File: src/rtl/synapse_integrator_pkg.sv
// Shared SNN definitions: default sizes, integrator FSM encoding and the
// saturating adder used by both the synapse integrator and the neuron datapath.
package synapse_integrator_pkg;

  localparam int N_PRE_DEFAULT = 8;
  localparam int W_DEFAULT     = 8;

  localparam logic [1:0] ST_IDLE    = 2'd0;
  localparam logic [1:0] ST_SCAN    = 2'd1;
  localparam logic [1:0] ST_PUBLISH = 2'd2;

  // Unsigned add clamped to 2^width-1; operands must already fit in width bits.
  function automatic logic [31:0] sat_add(input logic [31:0] a,
                                          input logic [31:0] b,
                                          input logic [31:0] width);
    logic [32:0] sum;
    logic [32:0] max_val;
    sum     = {1'b0, a} + {1'b0, b};
    max_val = (33'd1 << width) - 33'd1;
    return (sum > max_val) ? max_val[31:0] : sum[31:0];
  endfunction

endpackage

File: src/rtl/synapse_integrator_if.sv
// Tick/spike/weight-write inputs and published current outputs of the
// synapse integrator, bundled for the driver (master) and the block (slave).
interface synapse_integrator_if #(
  parameter int N_PRE = synapse_integrator_pkg::N_PRE_DEFAULT,
  parameter int W     = synapse_integrator_pkg::W_DEFAULT
) ();
  localparam int AW = $clog2(N_PRE);

  logic             tick;
  logic [N_PRE-1:0] spike_in;
  logic             w_we;
  logic [AW-1:0]    w_addr;
  logic [W-1:0]     w_data;
  logic [W-1:0]     post_synaptic;
  logic             post_valid;
  logic             busy;
  logic             overrun;

  modport master (
    output tick, spike_in, w_we, w_addr, w_data,
    input  post_synaptic, post_valid, busy, overrun
  );

  modport slave (
    input  tick, spike_in, w_we, w_addr, w_data,
    output post_synaptic, post_valid, busy, overrun
  );
endinterface

File: src/rtl/synapse_integrator_weight_regfile.sv
// Synaptic weight store: one write port, one combinational read port.
// Writes to addresses outside 0..N_PRE-1 match no register and are dropped.
module weight_regfile #(
  parameter int N_PRE = 8,
  parameter int W     = 8,
  parameter int AW    = $clog2(N_PRE)
) (
  input  logic          clk,
  input  logic          reset,
  input  logic          we,
  input  logic [AW-1:0] wr_addr,
  input  logic [W-1:0]  wr_data,
  input  logic [AW-1:0] rd_addr,
  output logic [W-1:0]  rd_data
);

  logic [N_PRE-1:0][W-1:0] weight_vec;

  generate
    for (genvar gi = 0; gi < N_PRE; gi++) begin : g_weight
      logic [W-1:0] weight_q;
      logic [W-1:0] weight_d;

      always_comb begin
        weight_d = weight_q;
        if (we && (wr_addr == AW'(gi))) begin
          weight_d = wr_data;
        end
      end

      always_ff @(posedge clk or posedge reset) begin
        if (reset) begin
          weight_q <= '0;
        end else begin
          weight_q <= weight_d;
        end
      end

      assign weight_vec[gi] = weight_q;
    end
  endgenerate

  // Read sees the pre-edge value, so a same-cycle write never affects it.
  assign rd_data = weight_vec[rd_addr];

endmodule

File: src/rtl/synapse_integrator.sv
// Per-timestep synaptic current integrator: on each accepted tick it scans the
// latched spike vector one input per cycle and publishes the saturated sum.
module synapse_integrator
  import synapse_integrator_pkg::*;
#(
  parameter int N_PRE = N_PRE_DEFAULT,
  parameter int W     = W_DEFAULT
) (
  input  logic                 clk,
  input  logic                 reset,
  synapse_integrator_if.slave  bus
);

  localparam int AW = $clog2(N_PRE);
  localparam logic [AW-1:0] LAST_IDX = AW'(N_PRE - 1);

  logic [1:0]       state_q,   state_d;
  logic [AW-1:0]    index_q,   index_d;
  logic [W-1:0]     acc_q,     acc_d;
  logic [N_PRE-1:0] spikes_q,  spikes_d;
  logic [W-1:0]     post_q,    post_d;
  logic             valid_q,   valid_d;
  logic             overrun_q, overrun_d;

  logic [W-1:0] rd_weight;
  logic [W-1:0] addend;
  logic [W-1:0] acc_sum;

  weight_regfile #(
    .N_PRE (N_PRE),
    .W     (W),
    .AW    (AW)
  ) u_weight_regfile (
    .clk     (clk),
    .reset   (reset),
    .we      (bus.w_we),
    .wr_addr (bus.w_addr),
    .wr_data (bus.w_data),
    .rd_addr (index_q),
    .rd_data (rd_weight)
  );

  assign addend  = spikes_q[index_q] ? rd_weight : '0;
  assign acc_sum = W'(sat_add(32'(acc_q), 32'(addend), 32'(W)));

  always_comb begin
    state_d   = state_q;
    index_d   = index_q;
    acc_d     = acc_q;
    spikes_d  = spikes_q;
    post_d    = post_q;
    valid_d   = 1'b0;
    // Any tick outside IDLE, including the PUBLISH cycle, is an overrun.
    overrun_d = overrun_q | (bus.tick && (state_q != ST_IDLE));

    case (state_q)
      ST_IDLE: begin
        if (bus.tick) begin
          spikes_d = bus.spike_in;
          acc_d    = '0;
          index_d  = '0;
          state_d  = ST_SCAN;
        end
      end
      ST_SCAN: begin
        acc_d = acc_sum;
        if (index_q == LAST_IDX) begin
          // Output registers load here so they are visible during PUBLISH.
          post_d  = acc_sum;
          valid_d = 1'b1;
          index_d = '0;
          state_d = ST_PUBLISH;
        end else begin
          index_d = index_q + AW'(1);
        end
      end
      ST_PUBLISH: begin
        state_d = ST_IDLE;
      end
      default: begin
        state_d = ST_IDLE;
      end
    endcase
  end

  always_ff @(posedge clk or posedge reset) begin
    if (reset) begin
      state_q   <= ST_IDLE;
      index_q   <= '0;
      acc_q     <= '0;
      spikes_q  <= '0;
      post_q    <= '0;
      valid_q   <= 1'b0;
      overrun_q <= 1'b0;
    end else begin
      state_q   <= state_d;
      index_q   <= index_d;
      acc_q     <= acc_d;
      spikes_q  <= spikes_d;
      post_q    <= post_d;
      valid_q   <= valid_d;
      overrun_q <= overrun_d;
    end
  end

  assign bus.post_synaptic = post_q;
  assign bus.post_valid    = valid_q;
  assign bus.busy          = (state_q != ST_IDLE);
  assign bus.overrun       = overrun_q;

endmodule
File: src/flat_wrapper.sv
// flat-port wrapper written by rule: the top's interface ports become plain ports
module synapse_integrator_flat import synapse_integrator_pkg::*;
#(
  parameter int N_PRE = N_PRE_DEFAULT,
  parameter int W     = W_DEFAULT
)
  (clk, reset, bus_tick, bus_spike_in, bus_w_we, bus_w_addr, bus_w_data, bus_post_synaptic, bus_post_valid, bus_busy, bus_overrun);
  synapse_integrator_if #(.N_PRE(N_PRE), .W(W)) bus_i ();
  input  logic clk;
  input  logic reset;
  input wire logic [$bits(bus_i.tick)-1:0] bus_tick;
  input wire logic [$bits(bus_i.spike_in)-1:0] bus_spike_in;
  input wire logic [$bits(bus_i.w_we)-1:0] bus_w_we;
  input wire logic [$bits(bus_i.w_addr)-1:0] bus_w_addr;
  input wire logic [$bits(bus_i.w_data)-1:0] bus_w_data;
  output wire logic [$bits(bus_i.post_synaptic)-1:0] bus_post_synaptic;
  output wire logic [$bits(bus_i.post_valid)-1:0] bus_post_valid;
  output wire logic [$bits(bus_i.busy)-1:0] bus_busy;
  output wire logic [$bits(bus_i.overrun)-1:0] bus_overrun;
  assign bus_i.tick = bus_tick;
  assign bus_i.spike_in = bus_spike_in;
  assign bus_i.w_we = bus_w_we;
  assign bus_i.w_addr = bus_w_addr;
  assign bus_i.w_data = bus_w_data;
  assign bus_post_synaptic = bus_i.post_synaptic;
  assign bus_post_valid = bus_i.post_valid;
  assign bus_busy = bus_i.busy;
  assign bus_overrun = bus_i.overrun;
  synapse_integrator #(.N_PRE(N_PRE), .W(W)) u_core (.clk(clk), .reset(reset), .bus(bus_i));
endmodule
File: config.mk
export PLATFORM = sky130hd
export DESIGN_NAME = synapse_integrator_flat
export DESIGN_NICKNAME = d
export VERILOG_FILES = /design/src/rtl/synapse_integrator_pkg.sv /design/src/rtl/synapse_integrator_if.sv /design/src/rtl/synapse_integrator_weight_regfile.sv /design/src/rtl/synapse_integrator.sv /design/src/flat_wrapper.sv
export SDC_FILE = /design/constraint.sdc
export NUM_CORES = 1
export LEC_CHECK = 0
export BUFFER_PORTS_ARGS = -buffer_cell sky130_fd_sc_hd__buf_2
export CAP_MARGIN = 20
export CORE_UTILIZATION = 60
export DETAILED_ROUTE_END_ITERATION = 16
export PLACE_DENSITY = 0.8
export SETUP_SLACK_MARGIN = 0.5
export SYNTH_ARGS = -nofsm -noshare
export SYNTH_HDL_FRONTEND = slang
export SYNTH_SLANG_ARGS = --single-unit
File: constraint.sdc
create_clock -name clk -period 6.2 [get_ports clk]
set_input_delay 0.31 -clock clk [delete_from_list [all_inputs] [get_ports clk]]
set_output_delay 0.31 -clock clk [all_outputs]
set_load 0.02 [all_outputs]
==> results.json, run 1 <==
{
  "status": "completed",
  "synth_area_um2": 4510,
  "use_met1_pct": 33.7,
  "hold_viol_final": 0,
  "synth_simple_gate_area_share_pct": 7.12,
  "crit_fanout": 10,
  "dp_hpwl_um": 5630,
  "clk_latency_ns": 0.36,
  "dp_cells": 447,
  "worstPathRequired_ns": 6.41,
  "clk_pin_slew_ns": 0.09,
  "placed_area_um2": 4760,
  "wl_um": 8320,
  "dieArea_um2": 7870,
  "ctsHoldBuffers": 0,
  "mostFrequentLayoutCell": "dfrtp_1",
  "portBuffers": 33,
  "use_met3_pct": 4.38,
  "holdCritPathClass": "input port to async pin",
  "yosys_warnings": 0,
  "track_usage_pct": 24.1,
  "cts_made_buffers": 9,
  "slew_violations": 0,
  "grt_max_degree": 50,
  "p_sw_mw": 0.978,
  "fill_cells": 528,
  "report.power.total_mw": 2.52,
  "final_area_um2": 4920,
  "cts_setup_buffers": 0,
  "final_nets": 393,
  "slew_headroom_pct": 38.6,
  "synth.top_cells.by_area": "dfrtp_1 (53%), mux2_2 (18%), mux4_2 (9.0%), ha_1 (2.8%), mux2i_1 (2.2%)",
  "first_pass_iters": 4,
  "vdd_ir_drop_max_mv": 0.198,
  "core_um2": 7250,
  "antenna_found_initial": 0,
  "io_pins": 34,
  "p_int_mw": 1.54,
  "drtIter0Drc": 147,
  "powerDensity_nw_per_um2": 512,
  "syn_nets": 361,
  "rsz0062_at_grt": "false",
  "cp-start-kind": "flip-flop",
  "final_layout_size_suffix_gt1_share_pct": 42.0,
  "viasPerCell": 5.88,
  "drc": 0,
  "grt_pass1_wl_um": 13700,
  "cts_max_level": 3,
  "p_sw_share_pct": 38.8,
  "final_cell_mix": "dfrtp_1 (95), mux2_2 (72), buf_2 (33)",
  "multi_input_area_um2": 2060,
  "synth_compound_area_share_pct": 5.52,
  "end_kind": "flip-flop",
  "fin_crit_ns": 3.94,
  "seqPwrFrac_pct": 38.6,
  "syn_inst": 327,
  "initial_utilization_pct": 62.2,
  "crit_arrival_ns": 4.14,
  "yosysUniqueCellTypes": 42,
  "final_core_util_pct": 67.9,
  "num_rows": 31,
  "grt_pass1_vias": 2748,
  "synth_xor_area_share_pct": 0.582,
  "fin_crit_sh_pct": 63.5,
  "synth_fa_ha_area_share_pct": 3.22,
  "ant_nets": 0,
  "n_antenna_cell": 0,
  "syn_area_per_cell_um2": 13.8,
  "met2_usage_pct": 38.0,
  "place.gp.congestion": 0.904,
  "synth_mux_area_share_pct": 29.2,
  "fin_tns_setup_ns": 0,
  "cts_buffer_depth": 2,
  "root_buffer": "clkbuf_8",
  "seq_area_um2": 2380,
  "final_cells": 463,
  "vias": 2723,
  "grt-ovfl-total": 0,
  "tightestPinTransition_ns": 0.917,
  "synth_top_family_by_area": "multiplexers",
  "synth_top_cell_by_area": "dfrtp_1",
  "p_leak_nw": 2.18,
  "gr-max-usage-layer": "met2",
  "chipWidth_um": 88.7,
  "dieHeight_um": 88.7,
  "comb_power_share_pct": 47.1,
  "crit_type": "flip-flop to flip-flop",
  "max_freq_mhz": 254,
  "ys_seq_area_share_pct": 52.7,
  "cts.sinks": 95,
  "finClkSkew_ns": 0.0113,
  "setup_violations": 0,
  "yosysTopAreaCellShare_pct": 52.7,
  "clock_power_share_pct": 14.3,
  "maxCapViolCount": 0,
  "r2r_start": "u_core.index_q[0]$_DFFE_PP0P_",
  "reg2reg_to": "u_core.acc_q[5]$_DFFE_PP0P_",
  "cts_resized": 0,
  "ys_ff_latch": 95,
  "wire_per_inst_um": 18.0,
  "area_delta_synth_final_pct": 9.06,
  "r2r_slack_ns": 2.26,
  "reg2reg_depth": 10,
  "cts_tree": "yes"
}
[metrics by stage]
step                hold slack [ns]  worst slack [ns]
floorplan                     0.427              2.79
finish                       0.0554              2.26
detailed placement            0.443              2.26
global route                  0.118              1.99
CTS                          0.0792              2.22
global placement              0.433              2.34
[cells by family (layout without fill, tap and decap cells)]
group | count (synthesis) | in the layout
simple gates | 63 | 63
compound gates | 36 | 36
flops | 95 | 95
xor+xnor | 3 | 3
fa+ha+maj | 11 | 11
buf+inv | 19 | 56
mux | 100 | 100
[Yosys cell counts]
cell and n:
a2111oi_2 1, a211oi_1 1, a21o_1 3, a21o_2 1, a21oi_1 3, a221oi_4 1
and3_2 1, buf_1 2, buf_2 3, buf_4 1, clkbuf_1 8, dfrtp_1 95
fa_1 1, ha_1 10, inv_1 5, mux2_2 72, mux2i_1 10, mux4_2 18
nand2_1 24, nand2b_1 2, nand3_1 2, nand4_1 1, nand4b_1 3, nor2_1 17
nor2_2 1, nor2b_1 2, nor3_1 1, nor3_2 2, nor3b_1 1, nor3b_2 2
o21a_1 1, o21ai_0 12, o21ai_1 1, o21ai_2 1, o22ai_1 9, o31ai_1 1
o41ai_1 1, or2_2 1, or3_1 2, or4b_2 1, xnor2_1 1, xor2_1 2
[flip-flops by register name, indices dropped and copies added, names as in the netlist]
name,flops
u_core.bus.overrun,1
u_core.bus.post_synaptic,8
u_core.state_q,2
u_core.index_q,3
u_core.bus.post_valid,1
u_core.spikes_q,8
u_core.acc_q,8
u_core.u_weight_regfile.g_weight.weight_q,64
[worst max-delay path, stage by stage (launching register included)]
cell	delay, ns
dfrtp_1	0.74
mux4_2	0.57
mux2i_1	0.51
nor2_1	0.11
ha_1	0.23
fa_1	0.41
a21o_1	0.22
a221oi_4	0.30
o21ai_2	0.16
a2111oi_2	0.40
o22ai_1	0.12
[layer usage]
| layer | vias to the layer above | routed length, um | share of wire [%] |
|---|---|---|---|
| li1 | 1266 | - | - |
| met1 | 1392 | 3890 | 47 |
| met5 | - | 0 | 0 |
| met4 | 0 | 123 | 1.5 |
| met3 | 13 | 246 | 3.0 |
| met2 | 52 | 4060 | 49 |
[worst max-delay path by stage]
stage / cells after the start / to / start
after floorplan: 12 / u_core.acc_q[5]$_DFFE_PP0P_ / u_core.index_q[0]$_DFFE_PP0P_
after global placement: 10 / u_core.acc_q[5]$_DFFE_PP0P_ / u_core.index_q[1]$_DFFE_PP0P_
after detailed placement: 10 / u_core.acc_q[5]$_DFFE_PP0P_ / u_core.index_q[1]$_DFFE_PP0P_
after CTS: 10 / u_core.acc_q[5]$_DFFE_PP0P_ / u_core.index_q[0]$_DFFE_PP0P_
after global routing: 10 / u_core.acc_q[5]$_DFFE_PP0P_ / u_core.index_q[0]$_DFFE_PP0P_
final: 10 / u_core.acc_q[5]$_DFFE_PP0P_ / u_core.index_q[0]$_DFFE_PP0P_
[final cells by class]
cell class                 instances  share of cell area, %
sequential                        95                   48.3
multi-input combinational        213                   41.8
timing repair buffer              35                   3.66
clock inverter                     6                  0.737
inverter                           5                  0.407
tap                               99                   2.52
clock buffer                      10                   2.59
[power groups by stage]
stage	Combinational [mW]	Clock, mW	Sequential (mW)
detailed placement	1.18	0	0.980
floorplan	0.982	0	0.930
global placement	1.15	0	0.973
finish	1.19	0.360	0.971
CTS	1.19	0.367	0.970
global route	1.32	0.395	1.00
No activity file was read; power rests on OpenSTA's default activity.
==> inputs of run 2 (changes only) <==
- ABC_AREA: unset -> 1
- PLACE_DENSITY: 0.8 -> 0.79
- clock period: 6.2 -> 3.74 ns (I/O delays scaled with it)
==> results.json, run 2 <==
{
  "status": "completed",
  "synth_area_um2": 4630,
  "synth_top_family_by_area": "simple AND/OR/NAND/NOR gates",
  "cp-startpoint": "u_core.index_q[0]$_DFFE_PP0P_",
  "syn_nets": 626,
  "drtIter0Drc": 191,
  "synth_xor_area_share_pct": 0.379,
  "final_layout_size_suffix_gt1_share_pct": 10.4,
  "yosys_warnings": 0,
  "io_pins": 34,
  "drc": 0,
  "fin_crit_ns": 2.96,
  "initial_utilization_pct": 62.8,
  "wl_um": 9960,
  "cts_made_buffers": 9,
  "final_cell_mix": "nand2_1 (204), dfrtp_1 (94), o21ai_0 (92)",
  "crit_type": "flip-flop to flip-flop",
  "vias": 3866,
  "portBuffers": 33,
  "track_usage_pct": 26.8,
  "end_kind": "flip-flop",
  "synth_simple_gate_area_share_pct": 24.3,
  "clk_pin_slew_ns": 0.10,
  "cts_max_level": 3,
  "yosysTopAreaCellShare_pct": 51.4,
  "grt-ovfl-total": 0,
  "p_leak_nw": 2.68,
  "cts.sinks": 95,
  "r2r_slack_ns": 0.78,
  "grt_pass1_wl_um": 17300,
  "dieArea_um2": 8060,
  "first_pass_iters": 5,
  "final_nets": 654,
  "largest_reg_flops": 64,
  "synth_top_cell_by_area": "dfrtp_1",
  "fin_crit_sh_pct": 79.2,
  "powerDensity_nw_per_um2": 830,
  "num_rows": 31,
  "n_antenna_cell": 0,
  "rsz0062_at_grt": "false",
  "ant_nets": 0,
  "setup_violations": 0,
  "max_freq_mhz": 338,
  "slew_violations": 0,
  "fin_tns_setup_ns": 0,
  "report.power.total_mw": 4.21,
  "synthFlopType": "dfrtp_1",
  "cp-start-kind": "flip-flop",
  "wire_per_inst_um": 13.8,
  "grt_max_degree": 42,
  "hold_viol_final": 0,
  "mostFrequentLayoutCell": "nand2_1",
  "synth_mux_area_share_pct": 0,
  "slew_headroom_pct": 51.8,
  "root_buffer": "clkbuf_8",
  "largest_register": "u_core.u_weight_regfile.g_weight.weight_q",
  "antenna_found_initial": 0,
  "r2r_start": "u_core.index_q[0]$_DFFE_PP0P_",
  "vdd_ir_drop_max_mv": 0.454,
  "ys_seq_area_share_pct": 51.4,
  "ys_ff_latch": 95,
  "crit_fanout": 41,
  "synth_fa_ha_area_share_pct": 3.14,
  "yosysUniqueCellTypes": 29,
  "viasPerCell": 5.34,
  "tightestPinTransition_ns": 0.721,
  "cts_tree": "yes",
  "fill_cells": 627,
  "hold_slack_ns": 0.0199,
  "core_um2": 7370,
  "min-delay-start": "bus_spike_in[3]",
  "synth_most_common_cell": "nand2_1",
  "place.gp.congestion": 0.807,
  "synth_compound_area_share_pct": 14.1,
  "syn_inst": 592,
  "async_reset_ff_share_pct": 100,
  "area_delta_synth_final_pct": 9.52,
  "cts_setup_buffers": 0,
  "worstPathRequired_ns": 4.00,
  "cts_buffer_depth": 2,
  "synth_common_cells": "nand2_1 (204), dfrtp_1 (95), o21ai_0 (92), nor2_1 (69), inv_1 (44)",
  "clk_latency_ns": 0.37,
  "holdCritPathClass": "input port to flip-flop",
  "dp_hpwl_um": 6800,
  "dieHeight_um": 89.8,
  "maxCapViolCount": 0,
  "grt_pass1_vias": 3750,
  "chipWidth_um": 89.8,
  "finClkSkew_ns": 0.00996,
  "synth-edff-count": 0,
  "syn_area_per_cell_um2": 7.81,
  "synth.top_cells.by_area": "dfrtp_1 (51%), nand2_1 (17%), o21ai_0 (10%), nor2_1 (5.6%), inv_1 (3.6%)",
  "crit_arrival_ns": 3.22
}
==> run 2: cell types whose count changed in the layout (fill, tap and decap cells not counted), sizes merged, moves of 5 or more <==
cell	before	now
mux4	18	0
o22ai	9	0
o21ai	14	115
mux2	72	0
nand3	2	7
nor2	18	73
nand2	24	205
mux2i	10	0
inv	5	45
a21oi	3	11
==> run 2: worst max-delay path: stages (launching register included) <==
cell	delay, ns
dfrtp_1	0.35
buf_6	0.28
inv_4	0.21
o21ai_0	0.19
o21ai_0	0.10
nand2_1	0.09
nand2_2	0.11
nand2_1	0.08
inv_1	0.04
ha_1	0.20
fa_1	0.38
nand2_1	0.09
nand3_1	0.09
nand3_1	0.13
nor2_1	0.09
nor2_4	0.18
nand2_1	0.10
nand2_1	0.07
nand2_1	0.05
==> run 2: path summary, 6_finish.rpt <==
path                            cells past startpoint                                                           to
worst max-delay path                               18                                  u_core.acc_q[3]$_DFFE_PP0P_
worst min-delay path                                3                               u_core.spikes_q[3]$_DFFE_PP0P_
worst max register to register                     18                                  u_core.acc_q[3]$_DFFE_PP0P_
worst min register to register                      2                      u_core.bus.post_synaptic[5]$_DFFE_PP0P_
max in group asynchronous                           4  u_core.u_weight_regfile.g_weight[6].weight_q[2]$_DFFE_PP0P_
min in group asynchronous                           3                               u_core.spikes_q[7]$_DFFE_PP0P_
==> run 2: cell families after synthesis <==
| kind of cell | count (synthesis) |
|---|---|
| xor+xnor | 2 |
| fa+ha+maj | 11 |
| flops | 95 |
| simple gates | 287 |
| compound gates | 128 |
| buf+inv | 69 |
==> run 2: what timing repair did <==
item | CTS | global route
resized for setup | 0 | 4
endpoints found under the setup margin | 0 | 16
hold buffers | 2 | 0
endpoints found under the hold margin | 32 | 0
==> run 2: area by class of cell <==
cell class / count / area (um2) / area share, %
Clock buffer: 9 / 124 / 2.45
Clock inverter: 7 / 95.1 / 1.88
Inverter: 46 / 176 / 3.48
Multi-Input combinational cell: 428 / 1940 / 38.3
Sequential cell: 95 / 2380 / 46.9
Tap cell: 99 / 124 / 2.45
Timing Repair Buffer: 40 / 226 / 4.47
==> run 2: power by group <==
part	total, mW	internal, mW	switching [mW]	leakage [nW]
Sequential	1.53	1.32	0.204	1.17
Combinational	1.93	0.678	1.25	1.40
Clock	0.749	0.378	0.371	0.110
==> run 2: layer usage <==
metal	share of wire (%)	vias up	GRT usage [%]
met4	1.9	0	8.47
li1	-	1928	-
met2	49	102	45.8
met1	45	1818	34.4
met5	0	-	0
met3	4.5	18	5.41
==> run 2: stage by stage <==
step	worst slack (ns)	utilization (%)	instances	cell area, um2
floorplan	1.08	-	592	4630
global route	0.516	68.7	724	5070
CTS	0.557	68.6	724	5060
global placement	0.714	65.4	706	4820
detailed placement	0.590	65.4	706	4820
finish	0.779	68.7	724	5070
==> inputs of run 3 (changes only) <==
- ABC_AREA: 1 -> 0
- PLACE_DENSITY: 0.79 -> 0.8
- clock period: 3.74 -> 2.9 ns (I/O delays scaled with it)
==> results.json, run 3 (same netlist as run 1, synthesis figures left out) <==
{
  "status": "complete, but fails checks",
  "violations": "setup timing",
  "cp-start-kind": "flip-flop",
  "largest_reg_flops": 64,
  "portBuffers": 33,
  "grt_max_degree": 53,
  "final_core_util_pct": 74.5,
  "core_um2": 7250,
  "n_antenna_cell": 0,
  "fin_tns_setup_ns": -0.980,
  "powerDensity_nw_per_um2": 1250,
  "grt_pass1_vias": 3098,
  "cts_buffer_depth": 2,
  "cts_max_level": 3,
  "io_pins": 34,
  "place.gp.congestion": 0.860,
  "wl_um": 9210,
  "ant_nets": 0,
  "holdCritPathClass": "input port to flip-flop",
  "p_sw_mw": 2.56,
  "chipWidth_um": 88.7,
  "seqPwrFrac_pct": 29.4,
  "viasPerCell": 5.86,
  "wire_per_inst_um": 18.8,
  "path_cells": "buf_12 -> mux4_2 -> mux2i_1 -> nor2_2 -> ha_2 -> fa_2 -> a21o_1 -> a221oi_4 -> buf_4 -> mux2i_1 -> nor2_1 -> o22ai_1",
  "area_delta_synth_final_pct": 19.7,
  "final_nets": 420,
  "p_leak_nw": 2.39,
  "vdd_ir_drop_max_mv": 0.544,
  "vias": 2864,
  "rsz0062_at_grt": "true",
  "dieHeight_um": 88.7,
  "antenna_found_initial": 0,
  "crit_path_frequent_cell": "mux2i_1",
  "mostFrequentLayoutCell": "dfrtp_1",
  "p_sw_share_pct": 37.7,
  "crit_type": "flip-flop to flip-flop",
  "setup_violations": 16,
  "clk_latency_ns": 0.36,
  "cts_tree": "yes",
  "worstPathRequired_ns": 3.17,
  "slew_headroom_pct": 41.7,
  "drtIter0Drc": 139,
  "initial_utilization_pct": 62.2,
  "cts.sinks": 95,
  "drc": 0,
  "root_buffer": "clkbuf_8",
  "num_rows": 31,
  "first_pass_iters": 4,
  "finClkSkew_ns": 0.0114,
  "grt-ovfl-total": 0,
  "final_cell_mix": "dfrtp_1 (95), mux2_2 (72), buf_2 (33)",
  "final_layout_size_suffix_gt1_share_pct": 49.7,
  "tightestPinTransition_ns": 0.871,
  "max_freq_mhz": 331,
  "comb_power_share_pct": 55.3,
  "crit_arrival_ns": 3.29,
  "fin_crit_sh_pct": 104,
  "grt_pass1_wl_um": 15400,
  "cts_made_buffers": 9,
  "dieArea_um2": 7870,
  "largest_register": "u_core.u_weight_regfile.g_weight.weight_q",
  "slew_violations": 0,
  "end_kind": "flip-flop",
  "crit_fanout": 6,
  "cp_slowest_cell": "mux4_2",
  "fin_ws_ns": -0.123,
  "track_usage_pct": 26.9,
  "fin_crit_ns": 3.02,
  "maxCapViolCount": 0,
  "dp_hpwl_um": 6060,
  "critPathMaxStageDelay_ns": 0.48,
  "clock_power_share_pct": 15.4,
  "hold_viol_final": 0,
  "p_int_mw": 4.22,
  "clk_pin_slew_ns": 0.09
}
run 3: cell count changes in the layout (fill, tap and decap cells not counted), sizes merged, moves of 4 or more:
cell | before | now
mux4 | 0 | 18
nand3 | 7 | 2
o22ai | 0 | 9
mux2i | 0 | 10
inv | 45 | 5
o21ai | 115 | 14
a21oi | 11 | 3
a21o | 0 | 4
nand2 | 205 | 24
mux2 | 0 | 72
buf | 38 | 60
nor2 | 73 | 18
run 3: repair_timing:
item | in CTS | in global routing
hold buffers | 2 | 0
setup buffers | 4 | 0
endpoints found under the setup margin | 16 | 16
gates cloned | 0 | 0
pin swaps | 5 | 1
gates resized for setup | 22 | 3
endpoints found under the hold margin | 12 | 0
run 3: final timing paths:
kind                                                     from                                                           to  slack (ns)  cells past startpoint
worst max-delay path            u_core.index_q[0]$_DFFE_PP0P_                                  u_core.acc_q[6]$_DFFE_PP0P_       -0.12                     12
max in group asynchronous                               reset                                  u_core.acc_q[7]$_DFFE_PP0P_        1.99                      4
worst max register to register  u_core.index_q[0]$_DFFE_PP0P_                                  u_core.acc_q[6]$_DFFE_PP0P_       -0.12                     12
min in group asynchronous                               reset  u_core.u_weight_regfile.g_weight[3].weight_q[2]$_DFFE_PP0P_        0.32                      3
worst min-delay path                          bus_spike_in[7]                               u_core.spikes_q[7]$_DFFE_PP0P_       0.006                      2
worst min register to register   u_core.bus.overrun$_DFF_PP0_                                 u_core.bus.overrun$_DFF_PP0_        0.46                      1
run 3: critical path, delay by kind of cell (launching register included):
kind / cells / cell delay (ns)
AO/OA/AOI/OAI: 3 / 0.62
adder cells (fa/ha/maj): 2 / 0.54
buffers and inverters: 2 / 0.30
flip-flops: 1 / 0.42
multiplexers: 3 / 0.90
AND/OR/NAND/NOR: 2 / 0.15
run 3: stage by stage:
| step | setup WS, ns | power, mW | hold slack [ns] | cell area, um2 | cells |
|---|---|---|---|---|---|
| 2_1_floorplan | -0.164 | 4.19 | 0.262 | 4550 | 327 |
| 3_3_place_gp | -0.0560 | 4.98 | 0.363 | 4980 | 467 |
| 3_5_place_dp | -0.132 | 5.11 | 0.373 | 4980 | 467 |
| 4_1_cts | -0.115 | 6.69 | 0.00145 | 5370 | 488 |
| 5_1_grt | -0.286 | 7.17 | 0.00595 | 5400 | 489 |
| 6_report | -0.123 | 6.78 | 0.00631 | 5400 | 489 |
run 3: final cells by class:
cell class,instances,area (um2)
flip-flops and latches,95,2380
multi-input cells,213,2170
fillers,484,1850
repair buffers,62,462
clock buffers,9,124
well taps,99,124
clock inverters,6,119
inverters,5,22.5
run 3: per-layer routing:
layer  track usage (%)  up-vias  routed length [um]
met1              35.3     1468                4080
met2              45.9       66                4680
met3              4.38       17                 304
met4              9.24        0                 142
met5                 0        -                   0
li1                  -     1313                   -
run 3: power groups by stage:
stage	Combinational (mW)	Sequential [mW]	Clock, mW
5_1_grt	4.02	2.04	1.10
3_3_place_gp	2.99	1.99	0
3_5_place_dp	3.10	2.01	0
6_report	3.75	1.99	1.04
4_1_cts	3.65	1.99	1.05
2_1_floorplan	2.20	1.99	0
